`src/rtl/offload_unit.sv`:
```
// offload_unit: in-order dispatcher for long-latency execute-stage operations.
// Requests are queued in a tracking FIFO, dispatched one at a time to NCH
// valid/ready channels, and their results are written back in issue order.
// A scoreboard query reports pending writebacks to the hazard unit.
module offload_unit #(
   parameter  int NCH   = 4,
   parameter  int DW    = 32,
   parameter  int RW    = 5,
   parameter  int OPW   = 4,
   parameter  int DEPTH = 4,
   localparam int CW    = (NCH > 1) ? $clog2(NCH) : 1,
   localparam int PW    = $clog2(DEPTH)
) (
   input  logic              clk,
   input  logic              rstn,
   input  logic              req_vld,
   output logic              req_rdy,
   input  logic [CW-1:0]     req_ch,
   input  logic [OPW-1:0]    req_op,
   input  logic [DW-1:0]     req_a,
   input  logic [DW-1:0]     req_b,
   input  logic [RW-1:0]     req_rd,
   input  logic              req_rd_f,
   input  logic              req_wb,
   output logic [NCH-1:0]    ch_in_vld,
   input  logic [NCH-1:0]    ch_in_rdy,
   output logic [OPW-1:0]    ch_op,
   output logic [DW-1:0]     ch_a,
   output logic [DW-1:0]     ch_b,
   input  logic [NCH-1:0]    ch_out_vld,
   output logic [NCH-1:0]    ch_out_rdy,
   input  logic [NCH*DW-1:0] ch_out_data,
   output logic              wb_vld,
   input  logic              wb_rdy,
   output logic [DW-1:0]     wb_data,
   output logic [RW-1:0]     wb_rd,
   output logic              wb_rd_f,
   input  logic [RW-1:0]     sb_rd,
   input  logic              sb_f,
   output logic              sb_hit,
   output logic              busy,
   output logic [1:0]        err,
   input  logic              err_clr
);

   // tracking FIFO, one slot per outstanding request
   logic [CW-1:0]    e_ch  [DEPTH];
   logic [RW-1:0]    e_rd  [DEPTH];
   logic [DEPTH-1:0] e_rd_f;
   logic [DEPTH-1:0] e_wb;
   logic [DEPTH-1:0] e_iss;
   logic [DEPTH-1:0] e_vld;
   logic [PW-1:0]    wr_ptr;
   logic [PW-1:0]    rd_ptr;
   logic [PW:0]      count;

   // single-op dispatch register; disp_idx is the FIFO slot it belongs to
   logic             disp_vld;
   logic [CW-1:0]    disp_ch;
   logic [PW-1:0]    disp_idx;

   logic             bad_ch;
   logic             accept;
   logic             push;
   logic             issue;
   logic             head_wb;
   logic             cap;
   logic             pop;
   logic             spur;
   logic [NCH-1:0]   ch_iss;
   logic [DW-1:0]    res_sel;

   assign req_rdy   = (count != (PW+1)'(DEPTH)) && !disp_vld;
   assign bad_ch    = {1'b0, req_ch} >= (CW+1)'(NCH);
   assign accept    = req_vld && req_rdy;
   assign push      = accept && !bad_ch;
   assign issue     = disp_vld && ch_in_rdy[disp_ch];
   assign ch_in_vld = disp_vld ? (NCH'(1) << disp_ch) : '0;
   assign head_wb   = e_wb[rd_ptr];
   // the head may only collect its result once issued and the result register is free
   assign ch_out_rdy = (e_vld[rd_ptr] && e_iss[rd_ptr] && !wb_vld) ? (NCH'(1) << e_ch[rd_ptr]) : '0;
   assign cap       = |(ch_out_vld & ch_out_rdy);
   assign pop       = (cap && !head_wb) || (wb_vld && wb_rdy);
   assign spur      = |(ch_out_vld & ~ch_iss);
   assign busy      = (count != '0) || disp_vld;

   // per-channel "has an issued entry" flags and head result select
   always_comb begin
      ch_iss  = '0;
      res_sel = '0;
      for (int i = 0; i < NCH; i++) begin
         for (int j = 0; j < DEPTH; j++) begin
            if (e_vld[j] && e_iss[j] && (e_ch[j] == CW'(i))) ch_iss[i] = 1'b1;
         end
         if (e_ch[rd_ptr] == CW'(i)) res_sel = ch_out_data[i*DW +: DW];
      end
   end

   // scoreboard: any live entry that will write {sb_f, sb_rd}; x0 is never a hazard
   always_comb begin
      sb_hit = 1'b0;
      for (int j = 0; j < DEPTH; j++) begin
         if (e_vld[j] && e_wb[j] && (e_rd_f[j] == sb_f) && (e_rd[j] == sb_rd)) sb_hit = 1'b1;
      end
      if ({sb_f, sb_rd} == '0) sb_hit = 1'b0;
   end

   // queue, dispatch, result register and sticky error state
   always_ff @(posedge clk) begin
      if (!rstn) begin
         for (int j = 0; j < DEPTH; j++) begin
            e_ch[j] <= '0;
            e_rd[j] <= '0;
         end
         e_rd_f   <= '0;
         e_wb     <= '0;
         e_iss    <= '0;
         e_vld    <= '0;
         wr_ptr   <= '0;
         rd_ptr   <= '0;
         count    <= '0;
         disp_vld <= 1'b0;
         disp_ch  <= '0;
         disp_idx <= '0;
         ch_op    <= '0;
         ch_a     <= '0;
         ch_b     <= '0;
         wb_vld   <= 1'b0;
         wb_data  <= '0;
         wb_rd    <= '0;
         wb_rd_f  <= 1'b0;
         err      <= '0;
      end else begin
         if (push) begin
            e_ch[wr_ptr]   <= req_ch;
            e_rd[wr_ptr]   <= req_rd;
            e_rd_f[wr_ptr] <= req_rd_f;
            e_wb[wr_ptr]   <= req_wb;
            e_iss[wr_ptr]  <= 1'b0;
            e_vld[wr_ptr]  <= 1'b1;
            wr_ptr         <= wr_ptr + 1'b1;
            disp_vld       <= 1'b1;
            disp_ch        <= req_ch;
            disp_idx       <= wr_ptr;
            ch_op          <= req_op;
            ch_a           <= req_a;
            ch_b           <= req_b;
         end
         // push and issue never coincide: accepting needs the dispatch register empty
         if (issue) begin
            disp_vld        <= 1'b0;
            e_iss[disp_idx] <= 1'b1;
         end
         if (pop) begin
            e_vld[rd_ptr] <= 1'b0;
            rd_ptr        <= rd_ptr + 1'b1;
         end
         case ({push, pop})
            2'b10:   count <= count + 1'b1;
            2'b01:   count <= count - 1'b1;
            default: count <= count;
         endcase
         if (cap && head_wb) begin
            wb_vld  <= 1'b1;
            wb_data <= res_sel;
            wb_rd   <= e_rd[rd_ptr];
            wb_rd_f <= e_rd_f[rd_ptr];
         end else if (wb_vld && wb_rdy) begin
            wb_vld  <= 1'b0;
         end
         err <= (err & ~{2{err_clr}}) | {spur, accept && bad_ch};
      end
   end

endmodule

```
`config.mk`:
```
export PLATFORM = sky130hd
export DESIGN_NAME = offload_unit
export DESIGN_NICKNAME = d
export VERILOG_FILES = /design/src/rtl/offload_unit.sv
export SDC_FILE = /design/constraint.sdc
export NUM_CORES = 1
export LEC_CHECK = 0
export CORE_MARGIN = 5
export CORE_UTILIZATION = 44
export DETAILED_ROUTE_END_ITERATION = 6
export GPL_TIMING_DRIVEN = 0
export PLACE_DENSITY = 0.85
export SYNTH_ARGS = -nofsm -noshare
export SYNTH_HDL_FRONTEND = slang
export SYNTH_SLANG_ARGS = --single-unit
```
`constraint.sdc`:
```
create_clock -name clk -period 4 [get_ports clk]
set_input_delay 0.6 -clock clk [delete_from_list [all_inputs] [get_ports clk]]
set_output_delay 0.6 -clock clk [all_outputs]
set_load 0.01 [all_outputs]
```
## After elaboration in Yosys (flattened, before gate mapping)

Memories as Yosys holds them, arrays and structs flattened. A register that Yosys moved wholly into a read port is not among the register bits.
Index checks and enable logic that the tools add are counted.
Widths: inputs -> output; s select.

| word-level totals | value |
|---|---|
| bits in registers | 132 |
| memory bits (writable) | 28 |
| input port bits | 224 |
| output and inout port bits | 120 |
| logic and storage cells | 200 |
| memories | 2 |

| operators by class | value |
|---|---|
| $add $sub $neg | 4 |
| order comparisons | 7 |
| eq/ne operators | 26 |
| shifts and indexed selects | 2 |
| multiplexer cells | 66 |
| bitwise operators | 13 |
| reductions and logical operators | 63 |

Memories:

| memory | words | bits a word | rd ports | clocked after Yosys merged registers in | wr ports | line | source |
|---|---|---|---|---|---|---|---|
| e_rd | 4 | 5 | 5 | 1 | 4 | 48 | `logic [RW-1:0] e_rd [DEPTH];` |
| e_ch | 4 | 2 | 5 | 1 | 4 | 47 | `logic [CW-1:0] e_ch [DEPTH];` |

Operators by type and width:

| operator | count |
|---|---|
| $mux 32 | 4 |
| $logic_and 1x1->1 | 43 |
| $mux 1 | 37 |
| $mux 4 | 8 |
| $eq 2x2->1 const B | 11 |
| $eq 5x5->1 | 4 |
| $and 4x4->4 | 4 |
| $eq 2x1->1 const B | 6 |
| $lt 2x3->1 const B | 4 |
| $not 4->4 | 3 |
| $bmux 1 s2 | 5 |
| $logic_not 2->1 | 5 |
| $mux 2 | 5 |
| $bwmux 4 | 2 |
| $or 4x4->4 | 2 |
| $reduce_or 4->1 | 2 |
| $shl 1x2->4 const A | 2 |
| $demux 1 s2 | 3 |
| $ge 2x1->1 const B | 3 |
| $logic_not 6->1 | 1 |
| $pmux 3 s2 | 1 |
| $mux 5 | 1 |
| $reduce_or 5->1 | 1 |
| $add 2x1->2 const B | 2 |
| other kinds (13) | 22 |

## Longest topological paths before layout

Gate-level depths: netlist (run 1).

| logic depth | value |
|---|---|
| depth in word-level cells | 11 |
| mapped depth | 11 |
| gate-level depth less buffers | 10 |

## Worst setup path before layout (run 1)

OpenSTA, ideal clock, no wires.

| path | value |
|---|---|
| path kind | reg2reg |
| start point | mem e_ch[3][1] (netlist bit) |
| end point | reg count[2] |
| library setup time | 76 ps |
| arrival | 2865 ps |
| required time | 3924 ps |
| setup slack | 1059 ps |
| stages on the path, launching flop included | 12 |
| path buffers | 1 |
| cell sequence | edfxtp_1 -> mux4_2 -> buf_2 -> mux2i_1 -> mux2i_4 -> a32oi_2 -> inv_1 -> ha_1 -> fa_1 -> xnor2_1 -> or3_1 -> a21boi_0 |

RTL lines:

| item | line | source |
|---|---|---|
| from (decl) | 47 |  |
| to (signal assigned) | 159 | `2'b10: count <= count + 1'b1;` |
| to (signal assigned) | 160 | `2'b01: count <= count - 1'b1;` |
| to (signal assigned) | 161 | `default: count <= count;` |
| to (decl) | 55 | `logic [PW:0] count;` |

==> results of run 1 <==
[cell type report]
cell class | instances | area [sq um]
fill | 1479 | 6080
tap | 234 | 293
sequential | 167 | 3620
buffer | 66 | 288
clock buffer | 19 | 475
clock inverter | 13 | 123
timing repair buffer | 336 | 3360
multi-input combinational | 682 | 4380
inverter | 19 | 71.3
antenna | 1 | 2.50
[worst paths after layout]
kind	depth (start not counted)	to	from
max	6	ch_out_rdy[2]	e_ch[0][0]
max reg2reg	10	count[2]	rd_ptr[1]
min reg2reg	2	wb_data[22]	wb_data[22]
min	2	wb_data[22]	wb_data[22]
[registers in the layout, summed over array words and instances, names as in the netlist, 3 cells and up, named ones only]
name and count:
e_rd 20, ch_a 32, ch_b 32, e_ch 8, wb_rd 5, count 3
e_iss 4, e_vld 4, e_rd_f 4, ch_op 4, e_wb 4, wb_data 32
[cell usage after synthesis (2+ instances only)]
master	n	area (sq um)
mux2_2	2	22.5
nand2_1	271	1020
xnor2_1	19	166
o21ai_0	5	25.0
o221a_2	4	45.0
dfxtp_1	139	2780
o31ai_1	2	15.0
mux2i_1	115	1150
nor4_1	7	43.8
nor2_1	13	48.8
or3_1	3	18.8
a21boi_0	76	571
xor2_1	8	70.1
inv_1	18	67.6
nand4_1	4	25.0
nand3_1	48	240
nand2b_1	3	18.8
clkbuf_1	44	165
a21oi_1	6	30.0
mux4_2	9	203
o22ai_1	2	12.5
nor3_1	7	35.0
edfxtp_1	28	841
a32oi_1	2	17.5
nor2b_1	11	68.8
ha_1	9	113
and2_1	25	156
and3_1	11	68.8
nor3b_1	4	30.0
buf_1	7	26.3
buf_2	11	55.1
a211oi_1	2	15.0
buf_4	2	15.0
[worst min-delay path, stage by stage (launching register included)]
cell and delay (ns):
dfxtp_1 0.31, nand2_1 0.05, mux2i_1 0.05
[cell families after synthesis]
kind of cell    count (synthesis)
compound gates                107
xor+xnor                       27
fa+ha+maj                      10
buf+inv                        85
flops                         167
mux                           127
simple gates                  411
[report_power, final]
| group | switching, mW | internal (mW) |
|---|---|---|
| Combinational | 0.414 | 0.476 |
| Clock | 0.753 | 0.897 |
| Sequential | 0.0651 | 1.80 |
[routing by layer]
| metal | global-route usage | vias to the layer above | routed length, microns |
|---|---|---|---|
| met5 | 0 | - | 0 |
| met4 | 0.0850 | 0 | 705 |
| met3 | 0.103 | 44 | 3280 |
| met2 | 0.452 | 374 | 14100 |
| met1 | 0.270 | 3718 | 10300 |
| li1 | - | 3890 | - |
==> results.yml, run 1 <==
clock_network:
  clock-root-buffer: "clkbuf_16"
  cts_resized: 0
  cts_setup_buffers: 0
  numClockSinks: 167
  cts_tree: "built"
  clkTransAtPathRegs_ns: 0.07
  cts_buffers: 17
  postCtsHoldBufs: 0
  cts.path.max_buffers: 2
  insertion_delay_ns: 0.42
  htreeDepth: 4
drt:
  drc: 0
  avgRoutedWirePerCell_microns: 18.5
  via_count: 8026
  vias_per_cell: 5.22
  firstDrtPassIters: 7
  wirelength_microns: 28400
  drtIter0Drc: 427
  drtAntennaViolNets: 0
floorplan:
  die-area_sq_um: 21900
  die_x_microns: 148
  pin_count: 344
  rows: 50
  die_h_microns: 148
  core_area_sq_um: 18700
  start_util: 0.447
timing:
  period_share: 0.884
  slew_viol_final: 0
  clock_skew_ns: 0.0108
  worst_slew_pin_slew_ns: 1.36
  max_slew_margin: 0.0822
  fmax_mhz: 283
  rsz0062_at_grt: "false"
  whs_ns: 0.458
  setup_violations: 0
  setup_ws_ns: 0.464
  finalCriticalPeriod_ns: 3.54
  hold_viol: 0
  fin_tns_setup_ns: 0
power_and_ir_drop:
  powerDensity_nw_per_um2: 349
  power_mw: 4.40
  power.static_leakage_nw: 5.11
  max-vdd-ir-drop_mv: 0.269
final_layout:
  nets: 1523
  finalInstanceArea_sq_um: 12600
  layout_commonest_cell: "clkdlybuf4s50_1"
  finish.utilization: 0.675
  drive_gt1_frac: 0.0507
  final_cell_mix: "clkdlybuf4s50_1 (336), nand2_1 (271), dfxtp_1 (139)"
  stdcell_count: 1537
  area_delta_synth_final_pct: 50.9
global_route:
  grt_start_max_net_pins: 18
  grt_pass1_wl_microns: 43700
  grt_pass1_vias: 8214
  grt_overflow: 0
  track_usage: 0.252
  antenna_found_initial: 0
hold_path:
  min_path_type: "reg2reg"
critical_path:
  critPathCaptureType: "output pin"
  worstPathRequired_ns: 3.40
  cp_slowest_cell: "clkdlybuf4s50_1"
  crit_chain: "mux4_2 -> buf_2 -> inv_2 -> buf_1 -> and3_1 -> clkdlybuf4s50_1"
  rrSetupSlack_ns: 0.66
  path_class: "reg2out"
  crit_buf_inv: 4
  cp.arrival_ns: 2.94
  crit_family: "buffers and inverters"
  slowest_delay_ns: 0.57
  cp_max_fo: 10
  setup.worst_path.start_class: "flop"
placed_design:
  placed_area_sq_um: 12000
  hpwl_microns: 22500
  placed_cells: 1504
  place_ws_ns: 0.277
  place_congestion: 0.865
  buffer_ports.inserted: 336
synthesis:
  syn-num-nets: 1168
  synth_xor_area_frac: 0.0283
  synth_compound_area_frac: 0.0966
  netlist_instances: 934
  synth_top_family_by_area: "simple AND/OR/NAND/NOR gates"
  yosysSeqAreaShare: 0.433
  synth_cell_types: 50
  synth_edf_count: 28
  avgSynthCellArea_sq_um: 8.96
  synth-simple-area-share: 0.216
  synth_mux_area_frac: 0.167
  synth_area_sq_um: 8370
  yosysWarningCount: 0
  ys.flop_type: "dfxtp_1"
  synthAdderAreaFrac: 0.0159
  ys_ff_latch: 167
  async_flop_share: 0
run_status:
  outcome: "complete, no violations"
job:
  drv_cap: 0
(Power assumes the default switching activity.)
==> inputs of run 2 (changes only) <==
CELL_PAD_IN_SITES_DETAIL_PLACEMENT = 1   (was default)
CELL_PAD_IN_SITES_GLOBAL_PLACEMENT = 2   (was default)
CORE_UTILIZATION = 25   (was 44)
==> results.yml, run 2 (synthesis gave the netlist of run 1 again) <==
global_route:
  grt_pass1_vias: 8590
  grt_start_max_net_pins: 19
  grt_overflow: 0
  grt_pass1_wl_microns: 48900
  antenna_found_initial: 3
  track_usage: 0.170
clock_network:
  insertion_delay_ns: 0.44
  clkTransAtPathRegs_ns: 0.08
  htreeDepth: 4
  cts_buffers: 17
  cts_setup_buffers: 0
  numClockSinks: 167
  clock-root-buffer: "clkbuf_16"
  cts.path.max_buffers: 2
  postCtsHoldBufs: 0
  cts_tree: "built"
  cts_resized: 0
power_and_ir_drop:
  powerDensity_nw_per_um2: 344
  max-vdd-ir-drop_mv: 0.230
  power.static_leakage_nw: 5.10
final_layout:
  nets: 1523
  fillers: 3894
  area_delta_synth_final_pct: 54.0
  diodes: 0
  finish.utilization: 0.387
  top_regs: "ch_a (32), ch_b (32), wb_data (32)"
  final_cell_mix: "clkdlybuf4s50_1 (336), nand2_1 (271), dfxtp_1 (139)"
  layout_commonest_cell: "clkdlybuf4s50_1"
  drive_gt1_frac: 0.0515
timing:
  setup_violations: 0
  finalCriticalPeriod_ns: 3.58
  period_share: 0.895
  fmax_mhz: 279
  fin_tns_setup_ns: 0
  hold_viol: 0
  worst_slew_pin_slew_ns: 1.31
  rsz0062_at_grt: "false"
  slew_viol_final: 0
  clock_skew_ns: 0.0154
  max_slew_margin: 0.116
floorplan:
  core_area_sq_um: 33300
  die_h_microns: 193
  die-area_sq_um: 37200
  pin_count: 344
  rows: 67
  start_util: 0.251
  die_x_microns: 193
critical_path:
  crit_buf_inv: 4
  cp_max_fo: 10
  crit_chain: "mux4_2 -> buf_2 -> inv_2 -> buf_1 -> and3_1 -> clkdlybuf4s50_1"
  cp_slowest_cell: "clkdlybuf4s50_1"
  cp.arrival_ns: 2.98
  crit_family: "buffers and inverters"
  setup.worst_path.start_class: "flop"
  slowest_delay_ns: 0.56
  critPathCaptureType: "output pin"
  path_class: "reg2out"
  worstPathRequired_ns: 3.40
placed_design:
  place_congestion: 0.841
  hpwl_microns: 25900
  buffer_ports.inserted: 336
drt:
  via_count: 7957
  drc: 0
  avgRoutedWirePerCell_microns: 18.7
  firstDrtPassIters: 6
  wirelength_microns: 32800
  drtAntennaViolNets: 0
  vias_per_cell: 4.55
  drtIter0Drc: 259
job:
  drv_cap: 0
run_status:
  outcome: "complete, no violations"
hold_path:
  min_path_type: "reg2reg"
## run 2: cell count changes in the layout (fill, tap and decap cells not counted), sizes merged
cell / change
clkinvlp: +1
clkbuf: -2
clkinv: +1
diode: -1
## run 2: worst min-delay path: cells and delay by family, from the launching register on
family / cells / cell delay, ns
AND/OR/NAND/NOR: 1 / 0.05
flip-flops: 1 / 0.31
multiplexers: 1 / 0.05
## run 2: area by class of cell
type                    instances  area [sq um]  area share
clock inverters                15           160      0.0124
flip-flops and latches        167          3620       0.281
well taps                     448           561      0.0435
repair buffers                336          3360       0.261
multi-input cells             682          4390       0.341
inverters                      19          71.3     0.00554
clock buffers                  17           425      0.0330
plain buffers                  66           288      0.0223
## run 2: layer usage
layer	vias up	track usage	part of all wire
met3	29	0.0716	0.094
li1	3884	-	-
met4	6	0.0403	0.014
met1	3784	0.192	0.41
met5	-	0	0.0010
met2	254	0.297	0.48
## run 2: report_power, final
| group | switching (mW) | total [mW] | internal [mW] |
|---|---|---|---|
| logic | 0.431 | 0.907 | 0.476 |
| clock network | 0.833 | 1.67 | 0.836 |
| registers | 0.0648 | 1.86 | 1.79 |
| total | 1.33 | 4.44 | 3.11 |
## run 2: worst paths after layout
kind	to	slack [ns]	cells past startpoint	from
max	ch_out_rdy[2]	0.42	6	e_ch[2][0]
min	wb_rd[0]	0.46	2	wb_rd[0]
max reg2reg	count[2]	0.60	10	rd_ptr[1]
min reg2reg	wb_rd[0]	0.46	2	wb_rd[0]
## run 2: through the flow
stage | setup slack (ns) | power (mW) | std cells | area [sq um] | hold slack [ns]
4_1_cts | 0.340 | 4.52 | 1750 | 12900 | 0.463
2_1_floorplan | 1.06 | 2.31 | 934 | 8370 | 0.468
3_5_place_dp | 0.0259 | 2.82 | 1718 | 12300 | 0.453
3_3_place_gp | 0.0942 | 2.80 | 1718 | 12300 | 0.445
6_report | 0.420 | 4.44 | 1750 | 12900 | 0.462
5_1_grt | 0.241 | 4.65 | 1750 | 12900 | 0.482
==> RTL edit 1 (flow settings as in run 1) <==
Make the reset (`rstn`) asynchronous in one clocked block.
--- a/src/rtl/offload_unit.sv
+++ b/src/rtl/offload_unit.sv
@@ -107,5 +107,5 @@
 
    // queue, dispatch, result register and sticky error state
-   always_ff @(posedge clk) begin
+   always_ff @(posedge clk or negedge rstn) begin
       if (!rstn) begin
          for (int j = 0; j < DEPTH; j++) begin
Check against the original RTL: differs if rstn is asserted again (counterexample within 4 cycles, from zero or initial values and one cycle with rstn low); with rstn held inactive, the same outputs for 4 cycles.
==> RTL edit 1 against run 1 <==
Register-to-register slack gained 0.28 ns. Die area shrank 4.5%. Routed wire length shrank 18%. Critical path depth is the same. Critical endpoint unchanged. Setup slack gained 0.022 ns. Count of clock-buffer cells in the layout is the same. Sequential share of layout area grew 5.0 points. Sequential cell count shrank 2. Final area shrank 2.9%. Area after synthesis shrank 4.8%.
Power is not compared: it rests on default switching activity, and its combinational part moved more than twofold at a synthesized area within 25%.
==> RTL edit 1: results (changes against run 1) <==
hold_path:
  hold_class: "input port to asynchronous set/reset pin"  # was register to register
route:
  route.detailed.wl_per_inst_um: 20.4  # was 18.5 um
  drtIter0Drc: 204  # was 427
  dr.pass1.iters: 5  # was 7
  num_vias: 5989  # was 8026
cts:
  clk_root_buffer_cell: "clkbuf_16"  # unchanged
  cts.reportedPaths.clkPinSlew_ns: 0.07  # about the same
  htreeDepth: 4  # unchanged
  cts_inserted_buffers: 17  # unchanged
  post-cts-setup-buffer-count: 0  # unchanged
yosys:
  synth_area_leaders: "dfrtp_1, mux2_2, mux4_2"  # was dfxtp_1, mux2i_1, nand2_1
  synth_common_cells: "dfrtp_1, mux2_2, mux4_2"  # was nand2_1, dfxtp_1, mux2i_1
  synth_fp_nets: 776  # was 1168
  ys_types: 41  # was 50
  yosysWarnings: 0  # unchanged
  netlist_instances: 542  # was 934
  async_flop_share_pct: 100  # was 0%
  synthMostInstantiatedCell: "dfrtp_1"  # was nand2_1
  synth_seq_area_share_pct: 51.8  # was 43.3%
setup_path:
  cp.arrival_ns: 2.91  # was 2.94 ns
  cp_slowest_stage_delay_ns: 0.55  # was 0.57 ns
  cp_max_fo: 10  # unchanged
  worstRegToRegCells: 8  # was 10
  cp_slowest_cell: "clkdlybuf4s50_1"  # unchanged
power:
  ir_drop_uv: 460
  p_leak_nw: 4.97
placement:
  routabilityCongestion: 0.880  # was 0.865
  io_buffers: 337  # was 336
  hpwl_mm: 18.3  # was 22.5 mm
  place_ws_ns: 0.420  # was 0.277 ns
grt:
  grt_usage_pct: 21.8  # was 25.2%
  grt_max_degree: 98  # was 18
  antenna_found_initial: 0  # unchanged
  grt_pass1_vias: 6458  # was 8214
  grt_pass1_wl_mm: 35.1  # was 43.7 mm
finish:
  nets: 1133  # was 1523
  layout-drive-gt1-share_pct: 26.5  # was 5.07%
  stdcell_count: 1140  # was 1537
  top_regs: "ch_a (32), ch_b (32), wb_data (32)"  # unchanged
  antennaDiodeCount: 0  # was 1
  fillCellCount: 1380  # was 1479
timing:
  worst_slew_pin_slew_ns: 0.601  # was 1.36 ns
  clock_skew_ns: 0.00824  # was 0.0108 ns
run_status:
  status: "completed"  # unchanged
[RTL edit 1: critical path, delay by kind of cell, from the launching register on]
| kind | cells | cell delay (ns) |
|---|---|---|
| DFF | 1 | 0.48 |
| muxes | 1 | 0.36 |
| buffers and inverters | 3 | 1.31 |
| and+or+nand+nor | 2 | 0.34 |
[RTL edit 1: cells by family after synthesis]
kind of cell | share of synthesized area, %
AND/OR/NAND/NOR | 4.59
XOR/XNOR | 3.08
buffers and inverters | 2.47
multiplexers | 34.3
flip-flops | 51.8
AO/OA/AOI/OAI | 2.06
adder cells (fa/ha/maj) | 1.67
[RTL edit 1: layout make-up]
class	instances	share of cell area [%]
Tap cell	229	2.34
Sequential cell	165	33.7
Timing Repair Buffer	338	27.8
Clock buffer	19	3.70
Multi-Input combinational cell	339	29.7
Inverter	8	0.265
Clock inverter	12	1.17
Buffer	30	1.34
[RTL edit 1: worst paths after layout]
kind / slack, ns / from / endpoint
worst min register to register: 0.50 / disp_idx[1]$_DFFE_PN0P_ / e_iss[1]$_DFF_PN0_
min in group clk: 0.50 / disp_idx[1]$_DFFE_PN0P_ / e_iss[1]$_DFF_PN0_
max in group asynchronous: 3.03 / rstn / wb_data[29]$_DFFE_PN0P_
worst max-delay path: 0.49 / rd_ptr[0]$_DFFE_PN0N_ / ch_out_rdy[2]
worst max register to register: 0.94 / rd_ptr[0]$_DFFE_PN0N_ / count[1]$_DFFE_PN0P_
worst min-delay path: 0.11 / rstn / ch_a[10]$_DFFE_PN0P_
[RTL edit 1: metrics by stage]
step | cell area [um^2] | power, mW
after floorplan | 7970 | 6.14
after global placement | 11600 | 8.28
after detailed placement | 11700 | 8.40
after CTS | 12300 | 10.1
after global routing | 12300 | 10.6
final | 12300 | 9.97
[RTL edit 1: where the power goes]
group	leakage (nW)	switching [mW]	total [mW]	internal, mW
registers	1.97	0.633	3.15	2.52
clock network	0.282	0.681	1.64	0.962
logic	2.72	2.07	5.18	3.11
total	4.97	3.38	9.97	6.59
[RTL edit 1: routing by layer]
layer  GRT usage, %  share of wire (%)
met5              0                  0
met2           37.9                 51
met3           8.56                 11
met1           24.9                 36
met4           6.09                1.5
==> RTL edit 2 (flow settings as in run 1) <==
Made on the original files. `OPW`: 4 -> 5.
--- a/src/rtl/offload_unit.sv
+++ b/src/rtl/offload_unit.sv
@@ -7,5 +7,5 @@
    parameter  int DW    = 32,
    parameter  int RW    = 5,
-   parameter  int OPW   = 4,
+   parameter  int OPW   = 5,
    parameter  int DEPTH = 4,
    localparam int CW    = (NCH > 1) ? $clog2(NCH) : 1,
Ports: changed (resized ch_op and req_op); port bits go from 344 to 346. The function was not compared with the original's and may differ.
==> RTL edit 2 against run 1 <==
Register-to-register slack improved by 0.11 ns. Routed wire length grew 3.6%. Final area rose by 0.58%. Via count up 0.66%. Die area grew 0.53%. Setup slack improved by 0.14 ns. Critical endpoint is now ch_out_rdy[0]. Hold slack about the same. Power is 0.88% higher. Critical path type unchanged. Area after synthesis rose by 0.57%. Final cell count rose by 0.46%. Sequential cell count increased by 1.
==> RTL edit 2: results (changes against run 1) <==
placement:
  io_buffers: 339  # was 336
  routabilityCongestion: 0.927  # was 0.865
  hpwl_mm: 23.9  # was 22.5 mm
timing:
  hold_ws_ns: 0.458  # about the same
  setup_tns_ns: 0  # unchanged
  clock_skew_ns: 0.0135  # was 0.0108 ns
  worst_slew_pin_slew_ns: 1.06  # was 1.36 ns
finish:
  nets: 1531  # was 1523
  fillCellCount: 1517  # was 1479
  layout-drive-gt1-share_pct: 6.34  # was 5.07%
setup_path:
  r2r_start: "e_ch[2][1]$_SDFFCE_PN0P_"  # was rd_ptr[1]$_SDFFE_PN0N_
  reg2reg_slack_ns: 0.77  # was 0.66 ns
  r2r-end: "count[2]$_SDFFE_PN0P_"  # unchanged
  cp_max_fo: 10  # unchanged
  worstRegToRegCells: 10  # unchanged
yosys:
  synth_fp_nets: 1173  # was 1168
  synth_area_leaders: "dfxtp_1, edfxtp_1, nand2_1"  # was dfxtp_1, mux2i_1, nand2_1
  yosysWarnings: 0  # unchanged
  synth_mux_area_share_pct: 12.3  # was 16.7%
  ys_types: 53  # was 50
  synth_seq_area_share_pct: 43.3  # about the same
  synth_xor_area_share_pct: 2.81  # was 2.83%
  synth_fa_ha_area_share_pct: 1.58  # was 1.59%
  synth_common_cells: "nand2_1, dfxtp_1, a21boi_0, mux2i_1, nor2_1"  # was nand2_1, dfxtp_1, mux2i_1
  async_flop_share_pct: 0  # unchanged
  synth-compound-area-share_pct: 15.8  # was 9.66%
  synth_edf_count: 28  # unchanged
cts:
  cts_inserted_buffers: 17  # unchanged
  cts.reportedPaths.clkPinSlew_ns: 0.06
  post-cts-setup-buffer-count: 0  # unchanged
  cts_resized: 0  # unchanged
  clock_latency_ns: 0.43
  clk_root_buffer_cell: "clkbuf_16"  # unchanged
  htreeDepth: 4  # unchanged
route:
  vias_per_cell: 5.23  # was 5.22
  dr.pass1.iters: 5  # was 7
  drtIter0Drc: 283  # was 427
  route.detailed.wl_per_inst_um: 19.0  # was 18.5 um
power:
  internal_power_mw: 3.23  # was 3.17 mW
  ir_drop_uv: 323  # was 269 uV
  p_leak_nw: 4.72  # was 5.11 nW
grt:
  antenna_found_initial: 0  # unchanged
  grt_pass1_wl_mm: 44.3  # was 43.7 mm
  grt_usage_pct: 25.7  # was 25.2%
  grt_pass1_vias: 8206  # was 8214
  grt_max_degree: 17  # was 18
hold_path:
  hold_path.startpoint: "wb_data[19]$_SDFFE_PN0P_"  # was wb_data[22]$_SDFFE_PN0P_
  whs_endpoint: "wb_data[19]$_SDFFE_PN0P_"  # was wb_data[22]$_SDFFE_PN0P_
  hold_class: "register to register"  # unchanged
run_status:
  status: "completed"  # unchanged
[RTL edit 2: changes by cell type in the layout (fill, tap and decap cells not counted), sizes merged, moves of 4 or more]
cell,run 1,this run
nand2,271,208
nor2,13,73
mux2i,116,77
o21ai,5,42
nand3,48,15
o2111ai,0,32
inv,26,16
buf,22,30
nand4,4,8
nor3,7,11
[RTL edit 2: through the flow]
stage	instance area, um^2	utilization (%)	cells	worst slack, ns
detailed placement	12100	64.5	1511	0.391
CTS	12700	67.6	1543	0.595
floorplan	8410	-	938	1.19
global placement	12100	64.5	1511	0.454
global route	12700	67.6	1543	0.461
finish	12700	67.6	1544	0.606
[RTL edit 2: critical path: cells and delay by family, from the launching register on]
kind | cells | cell delay (ns)
flops | 1 | 0.50
simple gates | 1 | 0.20
buf+inv | 4 | 1.18
mux | 1 | 0.50
[RTL edit 2: area by class of cell]
class	instances	area [um^2]	area share, %
multi-input combinational	682	4360	34.4
antenna	1	2.50	0.0197
tap	234	293	2.31
buffer	75	352	2.77
clock buffer	21	482	3.79
timing repair buffer	339	3390	26.7
sequential	168	3640	28.7
inverter	13	53.8	0.424
clock inverter	11	111	0.877
[RTL edit 2: cell families after synthesis]
kind of cell               count (synthesis)
xor gates and xnor gates                  27
AOI/OAI and AO/OA                        180
muxes                                     89
buffers and inverters                     88
and+or+nand+nor                          376
DFF                                      168
adders and majority gates                 10
[RTL edit 2: routing by layer]
layer  GRT usage (%)  part of all wire, %
met4            9.47                  2.7
met2            48.5                   52
met1            26.3                   36
met3            8.32                  8.8
met5               0                    0
[RTL edit 2: worst max path at each step]
stage                             start                       end
6_report       e_ch[2][0]$_SDFFCE_PN0P_             ch_out_rdy[0]
3_5_place_dp                       rstn  e_rd[1][1]$_SDFFCE_PN0P_
3_3_place_gp                       rstn  e_rd[1][2]$_SDFFCE_PN0P_
4_1_cts        e_ch[2][0]$_SDFFCE_PN0P_             ch_out_rdy[0]
2_1_floorplan  e_ch[2][1]$_SDFFCE_PN0P_     count[2]$_SDFFE_PN0P_
5_1_grt        e_ch[2][0]$_SDFFCE_PN0P_             ch_out_rdy[3]
[RTL edit 2: power by group through the flow]
stage	clock, mW	sequential, mW	combinational [mW]
3_5_place_dp	0	1.91	0.927
4_1_cts	1.66	1.88	0.933
6_report	1.64	1.88	0.928
3_3_place_gp	0	1.91	0.911
5_1_grt	1.73	1.89	1.00
2_1_floorplan	0	1.92	0.434
